## src/rtl/if_id_queue.sv

```systemverilog
// IF/ID decoupling queue: circular FIFO of {instruction, PC+4} between fetch and decode.
// The head entry drives the ID outputs combinationally; an empty queue presents a NOP.
module if_id_queue #(
  parameter int unsigned       DATA_W  = 32,
  parameter int unsigned       ADDR_W  = 32,
  parameter int unsigned       DEPTH   = 4,
  parameter logic [DATA_W-1:0] NOP_INS = DATA_W'(32'h00000013)
) (
  input  logic                       clk,
  input  logic                       rst_n,
  input  logic                       flush,
  input  logic                       pipeline_stall,
  input  logic                       if_valid_in,
  input  logic [DATA_W-1:0]          if_ins_in,
  input  logic [ADDR_W-1:0]          if_pc_plus_4_in,
  output logic                       if_ready_out,
  output logic                       id_valid_out,
  output logic [DATA_W-1:0]          id_ins_out,
  output logic [ADDR_W-1:0]          id_pc_plus_4_out,
  output logic [$clog2(DEPTH+1)-1:0] count_out
);

  localparam int unsigned PtrW = $clog2(DEPTH);
  localparam int unsigned CntW = $clog2(DEPTH + 1);

  logic [DATA_W-1:0] ins_q [DEPTH];
  logic [ADDR_W-1:0] pc_q  [DEPTH];

  logic [PtrW-1:0] wptr_q, wptr_d;
  logic [PtrW-1:0] rptr_q, rptr_d;
  logic [CntW-1:0] count_q, count_d;

  logic push, pop;

  // Ready and valid come from the registered count only, so there is no bypass path.
  assign if_ready_out = (count_q < CntW'(DEPTH));
  assign id_valid_out = (count_q != '0);

  assign push = if_valid_in & if_ready_out & ~flush;
  assign pop  = id_valid_out & ~pipeline_stall & ~flush;

  always_comb begin
    wptr_d  = wptr_q;
    rptr_d  = rptr_q;
    count_d = count_q;
    if (flush) begin
      wptr_d  = '0;
      rptr_d  = '0;
      count_d = '0;
    end else begin
      if (push) wptr_d = wptr_q + PtrW'(1);
      if (pop)  rptr_d = rptr_q + PtrW'(1);
      unique case ({push, pop})
        2'b10:   count_d = count_q + CntW'(1);
        2'b01:   count_d = count_q - CntW'(1);
        default: count_d = count_q;
      endcase
    end
  end

  always_ff @(posedge clk or negedge rst_n) begin
    if (!rst_n) begin
      wptr_q  <= '0;
      rptr_q  <= '0;
      count_q <= '0;
    end else begin
      wptr_q  <= wptr_d;
      rptr_q  <= rptr_d;
      count_q <= count_d;
    end
  end

  // Storage is intentionally unreset; stale slots are never visible because valid gates them.
  always_ff @(posedge clk) begin
    if (push) begin
      ins_q[wptr_q] <= if_ins_in;
      pc_q[wptr_q]  <= if_pc_plus_4_in;
    end
  end

  always_comb begin
    id_ins_out       = NOP_INS;
    id_pc_plus_4_out = '0;
    if (id_valid_out) begin
      id_ins_out       = ins_q[rptr_q];
      id_pc_plus_4_out = pc_q[rptr_q];
    end
  end

  assign count_out = count_q;

endmodule

```

## config.mk

```make
export PLATFORM = sky130hd
export DESIGN_NAME = if_id_queue
export DESIGN_NICKNAME = d
export VERILOG_FILES = /design/src/rtl/if_id_queue.sv
export SDC_FILE = /design/constraint.sdc
export NUM_CORES = 1
export LEC_CHECK = 0
export ABC_AREA = 1
export BUFFER_PORTS_ARGS = -buffer_cell sky130_fd_sc_hd__buf_2
export CORE_UTILIZATION = 60
export DETAILED_ROUTE_END_ITERATION = 16
export MAX_ROUTING_LAYER = met4
export PLACE_DENSITY = 0.79
export SLEW_MARGIN = 5
export SYNTH_ARGS = -nofsm -noshare
export SYNTH_HDL_FRONTEND = slang
export SYNTH_SLANG_ARGS = --single-unit
export TNS_END_PERCENT = 1
```

## constraint.sdc

```tcl
create_clock -name clk -period 7.15 [get_ports clk]
set_clock_uncertainty 0.05 [all_clocks]
set_input_delay 0.3575 -clock clk [delete_from_list [all_inputs] [get_ports clk]]
set_output_delay 0.3575 -clock clk [all_outputs]
set_load 0.1 [all_outputs]
```

# Word-level counts from Yosys, hierarchy flattened
# Memory sizes are Yosys's and may differ from the RTL's.
# Cells that the tools add are included.
[word_totals]
ff_bits = 7
ramBits = 256
inputBits = 69
out_inout_bits = 69
word_cells = 32
n_memories = 2
[classes]
addsub = 4
n_lt_le_gt_ge = 1
n_eq_ne = 2
n_mux = 10
bitwise = 6
reduce_logical = 4
[memory_table]
columns = ["memory", "words", "word_bits", "rd", "rd_ports_with_merged_regs", "wr", "line", "rtl"]
rows = [
  ["ins_q", 4, 32, 1, 0, 1, "26", "logic [DATA_W-1:0] ins_q [DEPTH];"],
  ["pc_q", 4, 32, 1, 0, 1, "27", "logic [ADDR_W-1:0] pc_q [DEPTH];"],
]
[ops]
columns = ["operator", "count"]
rows = [
  ["32-bit two-way mux", 2],
  ["2-bit two-way mux", 4],
  ["3-bit one-hot mux with 2 select lines", 1],
  ["3-bit nonzero test", 2],
  ["2-bit by 1-bit adder with 2-bit output, second input constant", 2],
  ["1-bit AND", 4],
  ["2-bit nonzero test", 2],
  ["3-bit by 1-bit adder with 3-bit output, second input constant", 1],
  ["3-bit < comparator, second input constant", 1],
  ["3-bit two-way mux", 1],
  ["3-bit by 1-bit subtractor with 3-bit output, second input constant", 1],
  ["2-bit by 1-bit == test with 1-bit output, second input constant", 1],
  ["2-bit == test, second input constant", 1],
  ["1-bit two-way mux", 2],
  ["1-bit inverter", 2],
]

# Longest topological paths before layout
# Gate-level depths: netlist of the first run.
[logic_depth]
depth_word = 6
mapped_depth = 11
mapped_depth_nobuf = 11

# Worst setup path before layout of the first run
# No wires, ideal clock.
[synth_path]
path_kind = "register to register"
from = "register count_q[2], in the netlist count_out[2]"
to = "memory ins_q[0][0] (enable)"
setup_ns = 0.487
arrival_ns = 4.339
t_required_ns = 6.613
path_slack_ns = 2.274
stages_incl_launch_ff = 4
path_buffers = 0
synth_period_minus_slack_ns = 4.876
path_cell_list = "dfrtp_1 inv_2 nand3_1 nor2_1"
[synth_via]
elab_chain_cells = 5
[synth_rtl]
columns = ["element", "line", "rtl"]
rows = [
  ["start, declared", "31", "logic [CntW-1:0] count_q, count_d;"],
  ["start signal, assigned", "69", "count_q <= count_d;"],
  ["3-bit < comparator", "36", "assign if_ready_out = (count_q < CntW'(DEPTH));"],
  ["named net if_ready_out", "16", "output logic if_ready_out,"],
  ["1-bit AND (2 in a row)", "39", "assign push = if_valid_in & if_ready_out & ~flush;"],
  ["1-bit two-way mux", "75", "if (push) begin"],
  ["1-bit two-way mux (not written as such)", "76", "ins_q[wptr_q] <= if_ins_in;"],
  ["end, declared", "26", ""],
]
# The timed path passes the listed nets, and every way through them passes these cells.

# Worst setup path after layout of the first run
[layout_path]
from = "register rptr_q[0]"
to = "output port id_ins_out[0]"
[layout_via]
elab_chain_cells = 2
[layout_rtl]
columns = ["element", "line", "rtl"]
rows = [
  ["start, declared", "30", "logic [PtrW-1:0] rptr_q, rptr_d;"],
  ["start signal, assigned", "68", "rptr_q <= rptr_d;"],
  ["memory 4 x 32 bit", "n/a", ""],
  ["32-bit two-way mux", "84", "if (id_valid_out) begin"],
  ["end, declared", "18", "output logic [DATA_W-1:0] id_ins_out,"],
]
# Every way passes these cells.

==> results.toml, run 1 <==
[synthesis]
ys.flop_type = "edfxtp_1"
syn-cell-area_mm2 = 0.0103
synth_warnings = 0
synth_most_common_cell = "nor2_1"
synth-seq-cells = 263
synth_edf_count = 256
syn_avg_cell_area_um2 = 12.7
ys_top_cells_by_area = "edfxtp_1 (75%), nor2_1 (9.6%), o21ai_0 (5.8%)"
ys_seq_area_frac = 0.762
synth_cell_types = 20
synth_cells = 814
yosys.area.top_type = "edfxtp_1"
synthesis.nets = 888
async_flop_share = 0.0266
synth_top_area_frac = 0.745
synth_common_cells = "nor2_1 (263), edfxtp_1 (256), o21ai_0 (119)"

[setup_path]
arrival_ns = 3.67
ff2ff_path_depth = 4
crit_required_ns = 6.74
rrSetupSlack_ns = 4.84
cp-start-kind = "flop"
rr_startpoint = "count_out[2]$_DFFE_PN0P_"
r2r_end = "ins_q[2][6]$_DFFE_PP_"
crit_type = "flop to output pin"
cp-end-kind = "output pin"
crit_path_max_fanout = 78

[timing]
rsz0062_at_grt = "false"
worst_pin_slew_ns = 0.979
drv_slew = 0
setup_violations = 0
tns_ns = 0
finalCritPeriodShare = 0.571
period_needed_ns = 4.08
slew_headroom = 0.347
clock.fmax_mhz = 245
finalHoldViolations = 0

[cts]
cts_setup_buffers = 0
cts_tree = "yes"
ctsLongestPathBuffers = 3
clock_tree.root_cell = "clkbuf_16"
cts_made_buffers = 26
h-tree-depth = 1
clkTransAtPathRegs_ns = 0.06
cts.sinks = 263
clk_latency_ns = 0.52

[grt]
grt_pass1_wl_um = 34300
grt_pass1_vias = 6729
grt_use_met2 = 0.443
grt.total_usage = 0.259
grt-ovfl-total = 0
grt_max_degree = 79
gr-usage-met1 = 0.321
busiest_layer = "met2"
antenna_found_initial = 0
grt_util_met3 = 0.0400

[drt]
drt_wl_total_um = 22000
drc = 0
drtPass1Iterations = 7
viasPerCell = 5.58
vias = 6785
drtIter0Drc = 462
routedWlPerCell_um = 18.1
ant_nets = 0

[layout]
syn_to_final_growth_pct = 18.9
finalNonFillerCells = 1216
n_antenna_cell = 0
drive_gt1_frac = 0.188
nets = 1053
fill_cells = 1080

[worst_hold_path]
hold_depth = 1
hold_path.class = "input pin to flop"
whs_endpoint = "pc_q[1][15]$_DFFE_PP_"
min_from = "if_pc_plus_4_in[15]"

[floorplanning]
initial_core_util = 0.618
std_cell_rows = 47
coreArea_mm2 = 0.0167
die_area_mm2 = 0.0177
chipHeight_um = 133
ios = 138
die_x_um = 133

[place]
dp_hpwl_um = 11100
gp_congestion = 0.788
placed_cells = 1132
portBuffers = 137

[run_status]
status = "completed"

[run]
maxCapViolCount = 0
layer usage:
metal  vias to the layer above  part of all wire
met5                         -                 0
met4                         0             0.017
met3                        37             0.072
met2                       269              0.51
met1                      3269              0.40
li1                       3210                 -
worst max-delay path, cell delays in order (launching register included):
cell	delay, ns
dfrtp_4	0.73
clkinv_2	0.56
buf_4	0.69
nor2_1	0.09
o311ai_0	0.52
buf_2	0.53
logic make-up (layout without fill, tap and decap cells):
kind of cell | Yosys count | after routing | synth area share
adder cells (fa/ha/maj) | 5 | 5 | 0.00679
XOR/XNOR | 1 | 1 | 0.000849
flip-flops | 263 | 263 | 0.762
AND/OR/NAND/NOR | 285 | 285 | 0.104
buffers and inverters | 63 | 245 | 0.0292
AO/OA/AOI/OAI | 197 | 197 | 0.0967
state kept, by name (all words and copies together), names as in the netlist:
| name | cells |
|---|---|
| wptr_q | 2 |
| count_out | 3 |
| rptr_q | 2 |
| pc_q | 128 |
| ins_q | 128 |
placed cells by master (no fill, tap or decap), types with 2 or more instances in the layout:
| cell | instances |
|---|---|
| nor2_1 | 259 |
| edfxtp_1 | 256 |
| buf_2 | 137 |
| o21ai_0 | 119 |
| a21oi_1 | 64 |
| dlygate4sd3_1 | 39 |
| clkbuf_16 | 26 |
| nand2_1 | 18 |
| inv_1 | 11 |
| o21ai_1 | 11 |
| clkbuf_1 | 9 |
| buf_4 | 9 |
| clkinv_1 | 6 |
| dfrtp_1 | 5 |
| nor2_4 | 4 |
| ha_1 | 4 |
| inv_2 | 3 |
| clkinv_2 | 3 |
| o311ai_0 | 3 |
| nand3_1 | 2 |
metrics by stage:
| step | cell area, um^2 | hold WS, ns | utilization | setup slack [ns] |
|---|---|---|---|---|
| after floorplan | 10300 | 0.0119 | - | 2.27 |
| after global placement | 11100 | 0.151 | 0.667 | 3.65 |
| after detailed placement | 11100 | 0.157 | 0.667 | 3.62 |
| after CTS | 12300 | 0.000159 | 0.734 | 3.08 |
| after global routing | 12300 | 0.000368 | 0.735 | 2.76 |
| final | 12300 | 0.0142 | 0.735 | 3.07 |
timing repair:
item	in CTS	in global routing
gates resized for setup	0	0
hold buffers	38	1
hold endpoints to repair	143	1
cell type report:
class	count	area, um^2	share of cell area
flip-flops and latches	263	7870	0.641
multi-input cells	488	2180	0.178
repair buffers	185	1140	0.0932
clock buffers	35	684	0.0558
well taps	220	275	0.0224
clock inverters	10	60.1	0.00489
inverters	15	57.6	0.00469
worst max-delay path by stage:
stage	start	end	slack, ns	cells after the start
after floorplan	count_out[2]$_DFFE_PN0P_	ins_q[0][0]$_DFFE_PP_	2.27	3
after global placement	rptr_q[0]$_DFFE_PN0P_	id_ins_out[0]	3.65	7
after detailed placement	rptr_q[0]$_DFFE_PN0P_	id_ins_out[0]	3.62	5
after CTS	rptr_q[0]$_DFFE_PN0P_	id_ins_out[0]	3.08	5
after global routing	rptr_q[0]$_DFFE_PN0P_	id_ins_out[0]	2.76	7
final	rptr_q[0]$_DFFE_PN0P_	id_ins_out[0]	3.07	5
Power of run 1 is not shown: default switching activity piles up to over one toggle a cycle in this logic, so the estimate is an artifact.
==> run 2: changes to the inputs <==
--- a/config.mk
+++ b/config.mk
@@ -7,10 +7,10 @@
 export LEC_CHECK = 0
 export ABC_AREA = 1
 export BUFFER_PORTS_ARGS = -buffer_cell sky130_fd_sc_hd__buf_2
-export CORE_UTILIZATION = 60
+export CORE_UTILIZATION = 52
 export DETAILED_ROUTE_END_ITERATION = 16
 export MAX_ROUTING_LAYER = met4
-export PLACE_DENSITY = 0.79
+export PLACE_DENSITY = 0.72
 export SLEW_MARGIN = 5
 export SYNTH_ARGS = -nofsm -noshare
 export SYNTH_HDL_FRONTEND = slang
==> constraint.sdc (replaced) <==
create_clock -name clk -period 3.35 [get_ports clk]
set_clock_uncertainty 0.05 [all_clocks]
set_input_delay 0.1675 -clock clk [delete_from_list [all_inputs] [get_ports clk]]
set_output_delay 0.1675 -clock clk [all_outputs]
set_load 0.1 [all_outputs]
==> results.toml, run 2 (synthesis results as in run 1) <==
[setup_path]
worst-path-buf-inv = 3
max_stage_delay_ns = 0.61
cp-start-kind = "flop"
cp_top_family = "buffers and inverters"
crit_required_ns = 3.13
arrival_ns = 2.88
cp-end-kind = "output pin"
crit_path_top_delay_cell = "dfrtp_2"
path_cells = "inv_2, buf_4, nor2_1, o21ai_0, a21oi_1, buf_2"
crit_type = "flop to output pin"
crit_path_max_fanout = 44

[place]
portBuffers = 137
place_ws_ns = 0.855
gp_congestion = 0.773
placed_cells = 1187
dp_hpwl_um = 12700

[grt]
grt_max_degree = 71
grt.total_usage = 0.228
grt_pass1_wl_um = 34300
grt_pass1_vias = 6701
antenna_found_initial = 1
grt-ovfl-total = 0

[drt]
drt_wl_total_um = 22400
ant_nets = 0
drtIter0Drc = 353
drtPass1Iterations = 5
viasPerCell = 5.27
routedWlPerCell_um = 17.2
vias = 6862
drc = 0

[timing]
setup_ws_ns = 0.257
rsz0062_at_grt = "false"
slew_headroom = 0.373
period_needed_ns = 3.09
finalCritPeriodShare = 0.923
clock.fmax_mhz = 323
finalHoldViolations = 0
worst_pin_slew_ns = 0.939
setup_violations = 0
drv_slew = 0

[layout]
nets = 1092
drive_gt1_frac = 0.196
mostFrequentLayoutCells = "nor2_1 (259), edfxtp_1 (256), buf_2 (137)"
layout_commonest_cell = "nor2_1"
finalNonFillerCells = 1301
postLayoutCoreUtil = 0.656
syn_to_final_growth_pct = 23.7
fill_cells = 1426

[cts]
cts.sinks = 263
h-tree-depth = 1
clock_tree.root_cell = "clkbuf_16"
cts-resized-gates = 0
clkTransAtPathRegs_ns = 0.06
cts_setup_buffers = 0
ctsLongestPathBuffers = 3
clk_latency_ns = 0.51
cts_tree = "yes"
cts_made_buffers = 26
hold_buffers = 68

[run_status]
status = "completed"

[floorplanning]
ios = 138
chipHeight_um = 143
die_x_um = 143
die_area_mm2 = 0.0204
coreArea_mm2 = 0.0195
std_cell_rows = 51
initial_core_util = 0.530

[worst_hold_path]
hold_path.class = "input pin to flop"

[run]
maxCapViolCount = 0
-- run 2: changes by cell type in the layout (fill, tap and decap cells not counted), sizes merged --
cell / before / now
buf: 146 / 156
bufinv: 0 / 1
clkbuf: 35 / 32
clkinv: 10 / 11
clkinvlp: 0 / 1
diode: 0 / 1
dlygate4sd3: 39 / 68
-- run 2: area by class of cell --
class | count | area, um^2 | area share
inverter | 15 | 57.6 | 0.00451
timing repair buffer | 224 | 1530 | 0.120
clock buffer | 32 | 694 | 0.0544
clock inverter | 13 | 91.3 | 0.00716
tap | 265 | 332 | 0.0260
multi-input combinational | 488 | 2180 | 0.171
sequential | 263 | 7870 | 0.617
antenna | 1 | 2.50 | 0.000196
-- run 2: through the flow --
step	hold WS (ns)	setup TNS, ns	instance area [um^2]
6_report	0.0190	0	12800
5_1_grt	0.0425	0	12800
4_1_cts	0.00462	0	12800
3_5_place_dp	-0.0371	0	11300
3_3_place_gp	-0.0348	0	11300
2_1_floorplan	-0.178	-157.77	10300
-- run 2: final timing paths --
path,from,end,slack [ns],cells after the start
max,rptr_q[1]$_DFFE_PN0P_,id_pc_plus_4_out[13],0.26,6
max reg2reg,rptr_q[0]$_DFFE_PN0P_,rptr_q[0]$_DFFE_PN0P_,1.23,5
max in group asynchronous,rst_n,rptr_q[0]$_DFFE_PN0P_,2.40,3
min,if_valid_in,wptr_q[0]$_DFFE_PN0P_,0.02,4
min reg2reg,count_out[1]$_DFFE_PN0P_,count_out[1]$_DFFE_PN0P_,0.51,2
min in group asynchronous,rst_n,rptr_q[0]$_DFFE_PN0P_,0.55,3
-- run 2: worst register-to-register path: stages, from the launching register on --
cell           delay, ns
dfrtp_4             0.59
clkinv_2            0.30
buf_4               0.27
nor2_1              0.17
nor3_1              0.08
dlygate4sd3_1       0.55
-- run 2: layer usage --
layer,track usage,wire length (um),vias to the layer above
met1,0.277,9340,3318
met5,-,0,-
li1,-,-,3287
met3,0.0389,1270,42
met2,0.389,11200,215
met4,0.0702,535,0
Power of run 2 is left out for the same reason.
